===== src/rtl/adder_resp_misr.sv =====
// adder_resp_misr: response compactor for the 16-bit adder under test.
// Folds {pin_co, pin_sum} into an (N+1)-bit Galois MISR on every valid cycle.
// After pin_num responses, it compares the signature with pin_golden and
// reports pass/fail.
//
// Optional feature: define ADDER_MISR_ABORT_EN to add pin_abort. This input
// ends a running session early with done=1 and pass=0.
//
// Ports:
//   pin_clk, pin_rst   clock (rising edge), async active-high reset
//   pin_start          session start request, sampled only in IDLE
//   pin_num            responses to compact, latched at start
//   pin_seed           initial signature, loaded at start
//   pin_golden         expected signature, sampled in CMP
//   pin_valid          pin_sum/pin_co carry a response this cycle
//   pin_sum, pin_co    adder response under observation
//   pin_abort          (ADDER_MISR_ABORT_EN only) abandon the running session
//   pin_busy           session in progress (RUN or CMP)
//   pin_done           one-cycle pulse at session end
//   pin_pass           signature matched, held until the next accepted start
//   pin_sig            current signature
//   pin_cnt            responses accepted in the current or last session
module adder_resp_misr #(
  parameter int unsigned N     = 16,
  parameter int unsigned CNT_W = 8,
  parameter logic [N:0]  POLY  = 17'h04001
) (
  input  logic             pin_clk,
  input  logic             pin_rst,
  input  logic             pin_start,
  input  logic [CNT_W-1:0] pin_num,
  input  logic [N:0]       pin_seed,
  input  logic [N:0]       pin_golden,
  input  logic             pin_valid,
  input  logic [N-1:0]     pin_sum,
  input  logic             pin_co,
`ifdef ADDER_MISR_ABORT_EN
  input  logic             pin_abort,
`endif
  output logic             pin_busy,
  output logic             pin_done,
  output logic             pin_pass,
  output logic [N:0]       pin_sig,
  output logic [CNT_W-1:0] pin_cnt
);

  typedef enum logic [1:0] {
    IDLE = 2'd0,
    RUN  = 2'd1,
    CMP  = 2'd2
  } state_t;

  state_t           state, state_nxt;
  logic [CNT_W-1:0] num_q, num_nxt;
  logic [N:0]       sig_nxt;
  logic [CNT_W-1:0] cnt_nxt;
  logic             busy_nxt;
  logic             done_nxt;
  logic             pass_nxt;

  // One MISR step. The shift drops sig[N], which instead selects the feedback taps.
  logic [N:0]       sig_fold;
  logic [CNT_W-1:0] cnt_inc;
  logic             abort_req;

  assign sig_fold = {pin_sig[N-1:0], 1'b0}
                  ^ (pin_sig[N] ? POLY : (N+1)'(0))
                  ^ {pin_co, pin_sum};
  assign cnt_inc  = pin_cnt + CNT_W'(1);

`ifdef ADDER_MISR_ABORT_EN
  assign abort_req = pin_abort;
`else
  assign abort_req = 1'b0;
`endif

  // State and output registers.
  always_ff @(posedge pin_clk or posedge pin_rst) begin
    if (pin_rst) begin
      state    <= IDLE;
      num_q    <= '0;
      pin_sig  <= '0;
      pin_cnt  <= '0;
      pin_busy <= 1'b0;
      pin_done <= 1'b0;
      pin_pass <= 1'b0;
    end else begin
      state    <= state_nxt;
      num_q    <= num_nxt;
      pin_sig  <= sig_nxt;
      pin_cnt  <= cnt_nxt;
      pin_busy <= busy_nxt;
      pin_done <= done_nxt;
      pin_pass <= pass_nxt;
    end
  end

  // Next-state and next-output logic. pin_done defaults low, so it pulses for one cycle.
  always_comb begin
    state_nxt = state;
    num_nxt   = num_q;
    sig_nxt   = pin_sig;
    cnt_nxt   = pin_cnt;
    busy_nxt  = pin_busy;
    done_nxt  = 1'b0;
    pass_nxt  = pin_pass;

    unique case (state)
      IDLE: begin
        if (pin_start) begin
          num_nxt   = pin_num;
          sig_nxt   = pin_seed;
          cnt_nxt   = '0;
          pass_nxt  = 1'b0;
          busy_nxt  = 1'b1;
          // With a zero count there is nothing to compact; the signature is compared as seeded.
          state_nxt = (pin_num == '0) ? CMP : RUN;
        end
      end

      RUN: begin
        if (abort_req) begin
          // Abort outranks a simultaneous valid. sig and cnt stay frozen.
          state_nxt = IDLE;
          busy_nxt  = 1'b0;
          done_nxt  = 1'b1;
          pass_nxt  = 1'b0;
        end else if (pin_valid) begin
          sig_nxt = sig_fold;
          cnt_nxt = cnt_inc;
          if (cnt_inc == num_q) begin
            state_nxt = CMP;
          end
        end
      end

      CMP: begin
        state_nxt = IDLE;
        busy_nxt  = 1'b0;
        done_nxt  = 1'b1;
        pass_nxt  = (pin_sig == pin_golden);
      end

      default: begin
        state_nxt = IDLE;
        busy_nxt  = 1'b0;
      end
    endcase
  end

endmodule


===== config.mk =====
export PLATFORM = sky130hd
export DESIGN_NAME = adder_resp_misr
export DESIGN_NICKNAME = d
export VERILOG_FILES = /design/src/rtl/adder_resp_misr.sv
export SDC_FILE = /design/constraint.sdc
export NUM_CORES = 1
export LEC_CHECK = 0
export ABC_AREA = 1
export CAP_MARGIN = 20
export CORE_MARGIN = 2
export CORE_UTILIZATION = 35
export CTS_BUF_LIST = sky130_fd_sc_hd__clkbuf_4
export DETAILED_ROUTE_END_ITERATION = 10
export PLACE_DENSITY = 0.67
export SETUP_SLACK_MARGIN = 0.3
export SLEW_MARGIN = 20
export SYNTH_ARGS = -nofsm -noshare
export SYNTH_HDL_FRONTEND = slang
export SYNTH_SLANG_ARGS = --single-unit

===== constraint.sdc =====
create_clock -name pin_clk -period 3.46 [get_ports pin_clk]
set_clock_uncertainty 0.1 [all_clocks]
set_input_delay 0.692 -clock pin_clk [delete_from_list [all_inputs] [get_ports pin_clk]]
set_output_delay 0.692 -clock pin_clk [all_outputs]
set_load 0.1 [all_outputs]

==> flow_summary.ini, run 1 <==
[detailed_routing]
via_count = 2232
drtIter0Drc = 70
drt-wirelength-per-cell_um = 13.49
viasPerCell = 4.769
drt_wl_total_um = 6314
drc = 0
drt-pass1-iter-count = 4
ant_nets = 0

[clocking]
cts.reportedPaths.clkPinSlew_ps = 120
clockRootBuffer = clkbuf_4
tritoncts = built
cts_buffer_depth = 2
cts_buffers = 5
cts_hold_buf = 0
cts_num_sinks = 38
insertion_delay_ps = 350
cts_resized = 0
htree_levels = 2
postCtsSetupBuffers = 0

[sta]
slew_viol_final = 0
grt_setup_unrepaired = false
finalSetupTns_ps = 0
min_period_ps = 2101
setup_violations = 0
fin_crit_sh_pct = 60.71
worstMarginPinSlew_ps = 490.7
relSlewSlack_pct = 67.29
hold_viol = 0
fmax_mhz = 476.1

[floorplanning]
core_um2 = 6314
die_h_um = 84.64
chipWidth_um = 84.64
initial_utilization_pct = 36.05
die-area_um2 = 7164
ios = 91
fp-row-count = 29

[worst_setup_path]
path_buf_inv = 4
r2r_cells = 9
path_cells = clkdlybuf4s50_1 -> nand2_2 -> inv_2 -> nor2_2 -> buf_4 -> inv_2 -> o211ai_1 -> o21ai_1
endpoint_kind = flip-flop
crit_path_frequent_cell = inv_2
r2r-end = state[0]
cp_top_family = buffers and inverters
cpPeakStageDelay_ps = 490
start_kind = primary input
critPathKind = in2reg
arrival_ps = 2270
r2r_slack_ps = 1540
slowest_stage = clkdlybuf4s50_1
critPathMaxFanout = 23
r2r-start = pin_cnt[0]
cp.required_ps = 3630

[worst_hold_path]
worstHoldStart = pin_busy
holdPathEnd = pin_busy
worstHoldPathType = reg2reg
hold_depth = 2

[status]
status = completed

[yosys]
ys_types = 31
ys_warn_count = 0
syn_area_um2 = 2276
syn_inst = 299
syn_nets = 363
postSynthAreaPerCell_um2 = 7.612
synth.yosys.seq_area_share_pct = 41.78
ys_ff_latch = 38

[pwr]
ir_drop_uv = 702.4
p_leak_uw = 0.001459
p_seq_share_pct = 26.9
p_int_uw = 1284
powerDensity_nw_per_um2 = 984.5
p_clk_share_pct = 7.3
power_switching_uw = 1904
swShare_pct = 59.72
power.share.combinational_pct = 65.8

[global_route]
antenna_found_initial = 0
grt_pass1_wl_um = 10510
grt-ovfl-total = 0
first_global_vias = 2265
track_usage_pct = 18.26
grt_start_max_net_pins = 39

[job]
maxCapViolCount = 0

[place]
gp_congestion = 0.8035
portBuffers = 90
dp_hpwl_um = 4905
placed_area_um2 = 3184

[final_layout]
nets = 454
mostFrequentLayoutCell = nand2_1
fin_area_um2 = 3238
synthToLayoutAreaGrowth_pct = 42.28
final_cell_mix = nand2_1, clkdlybuf4s50_1, dfrtp_1, inv_1, o21ai_0
drive_above_1_share_pct = 13.55
antenna_cells = 0
[stage by stage]
stage	worst slack, ps	hold slack [ps]	power, µW	cells	util (%)
2_1_floorplan	1123	349.5	2474	299	-
3_3_place_gp	1039	384.4	2948	460	50.44
3_5_place_dp	984.0	386.7	2981	460	50.44
4_1_cts	1349	416.4	3219	468	51.29
5_1_grt	1191	435.3	3415	468	51.29
6_report	1359	406.7	3188	468	51.29
[logic make-up (layout without fill, tap and decap cells)]
kind of cell / count (synthesis) / in the layout / synth area share [%]
fa+ha+maj: 1 / 1 / 0.5497
simple gates: 127 / 127 / 24.13
xor+xnor: 27 / 27 / 10.39
buf+inv: 46 / 138 / 8.026
compound gates: 60 / 60 / 15.12
flops: 38 / 38 / 41.78
[synth_stat cells]
library cell / instances / area (µm²)
nand2_1: 77 / 289.0
dfrtp_1: 38 / 950.9
inv_1: 34 / 127.6
o21ai_0: 33 / 165.2
xnor2_1: 23 / 201.4
nor2_1: 18 / 67.56
nand3_1: 14 / 70.07
buf_2: 8 / 40.04
o211ai_1: 7 / 52.55
o21ai_1: 7 / 35.03
o22ai_1: 7 / 43.79
nand2_2: 4 / 25.02
xor2_1: 4 / 35.03
inv_2: 3 / 11.26
nor2_2: 3 / 18.77
and2_1: 2 / 12.51
nand3b_1: 2 / 15.01
nand4_1: 2 / 12.51
a211oi_1: 1 / 7.510
a21oi_2: 1 / 8.760
a31oi_1: 1 / 6.260
clkbuf_1: 1 / 3.750
ha_1: 1 / 12.51
nand3_2: 1 / 10.01
nor2_4: 1 / 11.26
nor3_1: 1 / 5.000
nor4_1: 1 / 6.260
o2111ai_1: 1 / 8.760
o21bai_1: 1 / 7.510
o221ai_1: 1 / 8.760
or2_2: 1 / 6.260
[per-layer routing]
layer	vias up	wire (µm)	track usage [%]
met1	1013	2951	23.82
met3	3	376	3.638
met2	70	2957	31.71
met5	-	0	0
met4	0	28	3.463
li1	1146	-	-
[sequential cells by signal (all words and copies together), names as in the netlist]
register / flops
pin_busy: 1
pin_sig: 17
num_q: 8
pin_cnt: 8
pin_done: 1
state: 2
pin_pass: 1
[layout make-up]
cell class,count,area [µm²]
tap,77,96.34
clock buffer,6,45.04
timing repair buffer,93,853.3
clock inverter,2,8.758
fill,626,3075
inverter,37,138.9
sequential,38,950.9
multi-input combinational,215,1145
[power by group through the flow]
stage	clock (µW)	sequential, µW	combinational (µW)
6_report	233	859	2100
5_1_grt	272	892	2250
4_1_cts	242	862	2110
3_5_place_dp	0	871	2110
3_3_place_gp	0	864	2080
2_1_floorplan	0	1730	740
[worst min-delay path, stage by stage, from the launching register on]
cell     delay, ps
dfrtp_1        370
nand2_1         60
nand2_1         50
[worst max path at each step]
| stage | cells after the start | slack [ps] | from | endpoint |
|---|---|---|---|---|
| 5_1_grt | 8 | 1190 | pin_start | pin_sig[14] |
| 3_5_place_dp | 8 | 980 | pin_start | pin_sig[0] |
| 2_1_floorplan | 9 | 1120 | pin_cnt[0] | state[0] |
| 3_3_place_gp | 8 | 1040 | pin_start | pin_sig[14] |
| 4_1_cts | 8 | 1350 | pin_start | pin_sig[14] |
| 6_report | 8 | 1360 | pin_start | pin_sig[14] |
No activity file was read; power rests on OpenSTA's default activity.
==> run 2, diff against run 1 <==
Clock period 3.46 ns to 2 ns, I/O delays scaled along.
==> flow_summary.ini, run 2 (synthesized netlist as in run 1, its figures left out) <==
[status]
status = completed

[place]
dp_hpwl_um = 4970
numPlacedInstances = 462
placed_area_um2 = 3603
gp_congestion = 0.8025
portBuffers = 90

[sta]
hold_viol = 0
fmax_mhz = 579.4
worstMarginPinSlew_ps = 490.6
finalSetupTns_ps = 0
setup_violations = 0
fin_crit_sh_pct = 86.29
slew_viol_final = 0
grt_setup_unrepaired = true
relSlewSlack_pct = 67.29
min_period_ps = 1726

[global_route]
antenna_found_initial = 0
grt_pass1_wl_um = 10670
grt-ovfl-total = 0
grt_start_max_net_pins = 39
first_global_vias = 2220
track_usage_pct = 18.60

[clocking]
cts_buffers = 5
cts.reportedPaths.clkPinSlew_ps = 130
cts_hold_buf = 0
tritoncts = built
clockRootBuffer = clkbuf_4
cts_num_sinks = 38
insertion_delay_ps = 360
cts_buffer_depth = 2
htree_levels = 2

[job]
maxCapViolCount = 0

[pwr]
powerDensity_nw_per_um2 = 1731
ir_drop_uv = 1261
p_leak_uw = 0.001574

[worst_setup_path]
path_cells = ha_4 -> inv_2 -> nor2_1 -> nor2_1 -> nand3_1 -> nor2_1 -> nand3_1 -> nor2_2 -> nand3_2 -> nand2_1 -> nand2_1
critPathMaxFanout = 3
cp.required_ps = 2140
cpPeakStageDelay_ps = 520
arrival_ps = 1870
slowest_stage = dfrtp_4
crit_path_frequent_cell = nor2_1
start_kind = flip-flop
endpoint_kind = flip-flop
critPathKind = reg2reg

[floorplanning]
chipWidth_um = 84.64
initial_utilization_pct = 36.05
ios = 91
die_h_um = 84.64
core_um2 = 6314
die-area_um2 = 7164
fp-row-count = 29

[detailed_routing]
top_layer_used = met4
viasPerCell = 4.806
drc = 0
via_count = 2278
dr_wl_met2_um = 2948
drt-wirelength-per-cell_um = 13.34
drt-pass1-iter-count = 4
ant_nets = 0
drt_wl_total_um = 6323
m1WireLength_um = 2901
met3WireLength_um = 313
drtIter0Drc = 97

[final_layout]
largest_reg_flops = 17
fin_area_um2 = 3709
nets = 460
drive_above_1_share_pct = 21.16
antenna_cells = 0
mostFrequentLayoutCell = nand2_1
regMostFlops = pin_sig
reg.largest.list = pin_sig: 17 flops, num_q: 8 flops, pin_cnt: 8 flops
synthToLayoutAreaGrowth_pct = 62.95
instances_no_fill = 474
nFillCells = 561
final_cell_mix = nand2_1, clkdlybuf4s50_1, inv_1, o21ai_0, buf_12

[worst_hold_path]
worstHoldPathType = in2async
-- run 2: final timing paths --
check	start	endpoint	slack, ps	cells past startpoint
max	pin_cnt[1]	state[0]	270	11
min	pin_rst	pin_sig[16]	350	3
max reg2reg	pin_cnt[1]	state[0]	270	11
min reg2reg	num_q[3]	num_q[3]	430	2
max in group asynchronous	pin_rst	pin_sig[9]	1060	3
min in group pin_clk	num_q[3]	num_q[3]	430	2
-- run 2: where the power goes --
part / leakage, µW / internal (µW) / switching [µW] / total [µW]
clock network: 0.0000354 / 148 / 264 / 412
registers: 0.000453 / 1130 / 495 / 1630
logic: 0.00109 / 1660 / 2720 / 4380
-- run 2: area by class of cell --
cell class,count,area [µm²],share of cell area (%)
Sequential cell,38,984.7,26.55
Timing Repair Buffer,99,1261,34.01
Multi-Input combinational cell,215,1170,31.55
Inverter,37,141.4,3.812
Clock inverter,2,10.01,0.2699
Tap cell,77,96.34,2.598
Clock buffer,6,45.04,1.215
-- run 2: what timing repair did --
item	4_1_cts	5_1_grt
setup endpoints to repair	2	13
gates resized for setup	0	3
buffers inserted	4	0
pin swaps	0	1
-- run 2: through the flow --
step	setup WS (ps)	power [µW]	utilization, %	hold slack, ps
floorplan	229.4	4359	-	349.5
global placement	102.3	5879	57.07	385.1
detailed placement	5.382	5945	57.07	408.5
CTS	293.0	6443	58.62	369.8
global route	171.8	6814	58.74	389.2
finish	274.2	6421	58.74	348.9
-- run 2: routing by layer --
layer,up-vias,track usage (%)
li1,1162,-
met5,-,0
met1,1041,25.48
met4,0,6.782
met2,62,29.71
met3,13,3.147
-- run 2: critical path, delay by kind of cell, from the launching register on --
family                     cells  cell delay (ps)
DFF                            1              520
adders and majority gates      1              250
buffers and inverters          1               60
and+or+nand+nor                9              670
==> run 3, diff against run 2 <==
Settings changed: CORE_MARGIN 2 to 4.
==> flow_summary.ini, run 3 (synthesized netlist as in run 1, its figures left out) <==
[sta]
grt_setup_unrepaired = true
relSlewSlack_pct = 76.25
setup_violations = 0
slew_viol_final = 0
fin_crit_sh_pct = 83.78
hold_viol = 0
finalSetupTns_ps = 0
min_period_ps = 1676
worstMarginPinSlew_ps = 353.0
fmax_mhz = 596.8

[final_layout]
fin_area_um2 = 3799
antenna_cells = 0
largest_reg_flops = 17
regMostFlops = pin_sig
mostFrequentLayoutCell = nand2_1
drive_above_1_share_pct = 23.00
synthToLayoutAreaGrowth_pct = 66.90
nFillCells = 557
nets = 463
reg.largest.list = pin_sig: 17 flops, num_q: 8 flops, pin_cnt: 8 flops
final_cell_mix = nand2_1, clkdlybuf4s50_1, inv_1, o21ai_0, buf_12

[clocking]
cts_num_sinks = 38
tritoncts = built
insertion_delay_ps = 350
cts_buffer_depth = 2
htree_levels = 2
clockRootBuffer = clkbuf_4
cts.reportedPaths.clkPinSlew_ps = 130
cts_buffers = 5

[detailed_routing]
drt_wl_total_um = 6760
via_count = 2270
drc = 0
drtIter0Drc = 118
viasPerCell = 4.759
ant_nets = 0
drt-wirelength-per-cell_um = 14.17
drt-pass1-iter-count = 4

[floorplanning]
die-area_um2 = 7857
initial_utilization_pct = 35.84
chipWidth_um = 88.64
fp-row-count = 29
die_h_um = 88.64
core_um2 = 6350
ios = 91

[worst_setup_path]
endpoint_kind = flip-flop
cpPeakStageDelay_ps = 520
start_kind = flip-flop
crit_path_frequent_cell = nor2_1
cp_top_family = simple AND/OR/NAND/NOR gates
arrival_ps = 1830
critPathKind = reg2reg
cp.required_ps = 2160
path_buf_inv = 1
path_cells = ha_4 -> inv_4 -> nor2_1 -> nor2_1 -> nand3_1 -> nor2_1 -> nand3_1 -> nor2_2 -> nand3_2 -> nand2_1 -> nand2_1
slowest_stage = dfrtp_4
critPathMaxFanout = 3

[job]
maxCapViolCount = 0

[status]
status = completed

[worst_hold_path]
worstHoldPathType = in2async

[pwr]
ir_drop_uv = 1327
powerDensity_nw_per_um2 = 1772
p_leak_uw = 0.001628

[global_route]
grt_pass1_wl_um = 10960
track_usage_pct = 18.09
grt_start_max_net_pins = 39
grt-ovfl-total = 0
antenna_found_initial = 0
first_global_vias = 2156

[place]
dp_hpwl_um = 5134
placed_area_um2 = 3608
gp_congestion = 0.9070
portBuffers = 90
[run 3: cell types whose count changed in the layout (fill, tap and decap cells not counted), sizes merged]
cell    previous run  this run
clkbuf             6         5
buf               37        40
clkinv             2         1
bufinv             0         2
[run 3: routing by layer]
layer	wire, µm	up-vias	GRT usage [%]
met5	0	-	0
met4	180	0	5.495
met3	315	16	3.445
met2	3213	60	27.94
met1	3051	1034	25.66
li1	-	1160	-
[run 3: report_power, final]
group	switching [µW]	internal [µW]	total, µW
clock network	283	385	668
registers	499	1130	1630
logic	2750	1680	4430
[run 3: tightest hold or removal path, cell delays in order]
cell	delay (ps)
clkdlybuf4s50_1	400
inv_1	90
buf_12	230
[run 3: layout make-up]
type,instances,area [µm²],area share [%]
clock buffers,5,37.54,0.9881
repair buffers,102,1284,33.79
flip-flops and latches,38,984.7,25.92
inverters,37,141.4,3.722
well taps,77,96.34,2.536
clock inverters,3,63.81,1.680
multi-input cells,215,1191,31.36
[run 3: timing repair]
action | CTS | global route
resized for setup | 0 | 9
pin swaps | 2 | 11
setup buffers | 6 | 2
endpoints found under the setup margin | 1 | 3
hold buffers | 0 | 0
[run 3: metrics by stage]
step	cells	utilization (%)	hold WS (ps)	setup slack, ps	power [µW]
floorplan	299	-	349.5	229.4	4359
global placement	461	56.83	388.6	70.14	5875
detailed placement	461	56.83	402.0	66.53	5933
CTS	475	59.13	293.9	305.8	6694
global route	477	59.82	319.2	218.2	7123
finish	477	59.82	291.8	324.4	6732
[run 3: final timing paths]
| check | from | to | slack [ps] | cells after the start |
|---|---|---|---|---|
| min reg2reg | num_q[3] | num_q[3] | 430 | 2 |
| max | pin_cnt[1] | state[0] | 320 | 11 |
| min | pin_rst | pin_sig[16] | 290 | 3 |
| max reg2reg | pin_cnt[1] | state[0] | 320 | 11 |
| max in group asynchronous | pin_rst | pin_cnt[4] | 1300 | 3 |
| min in group pin_clk | num_q[3] | num_q[3] | 430 | 2 |
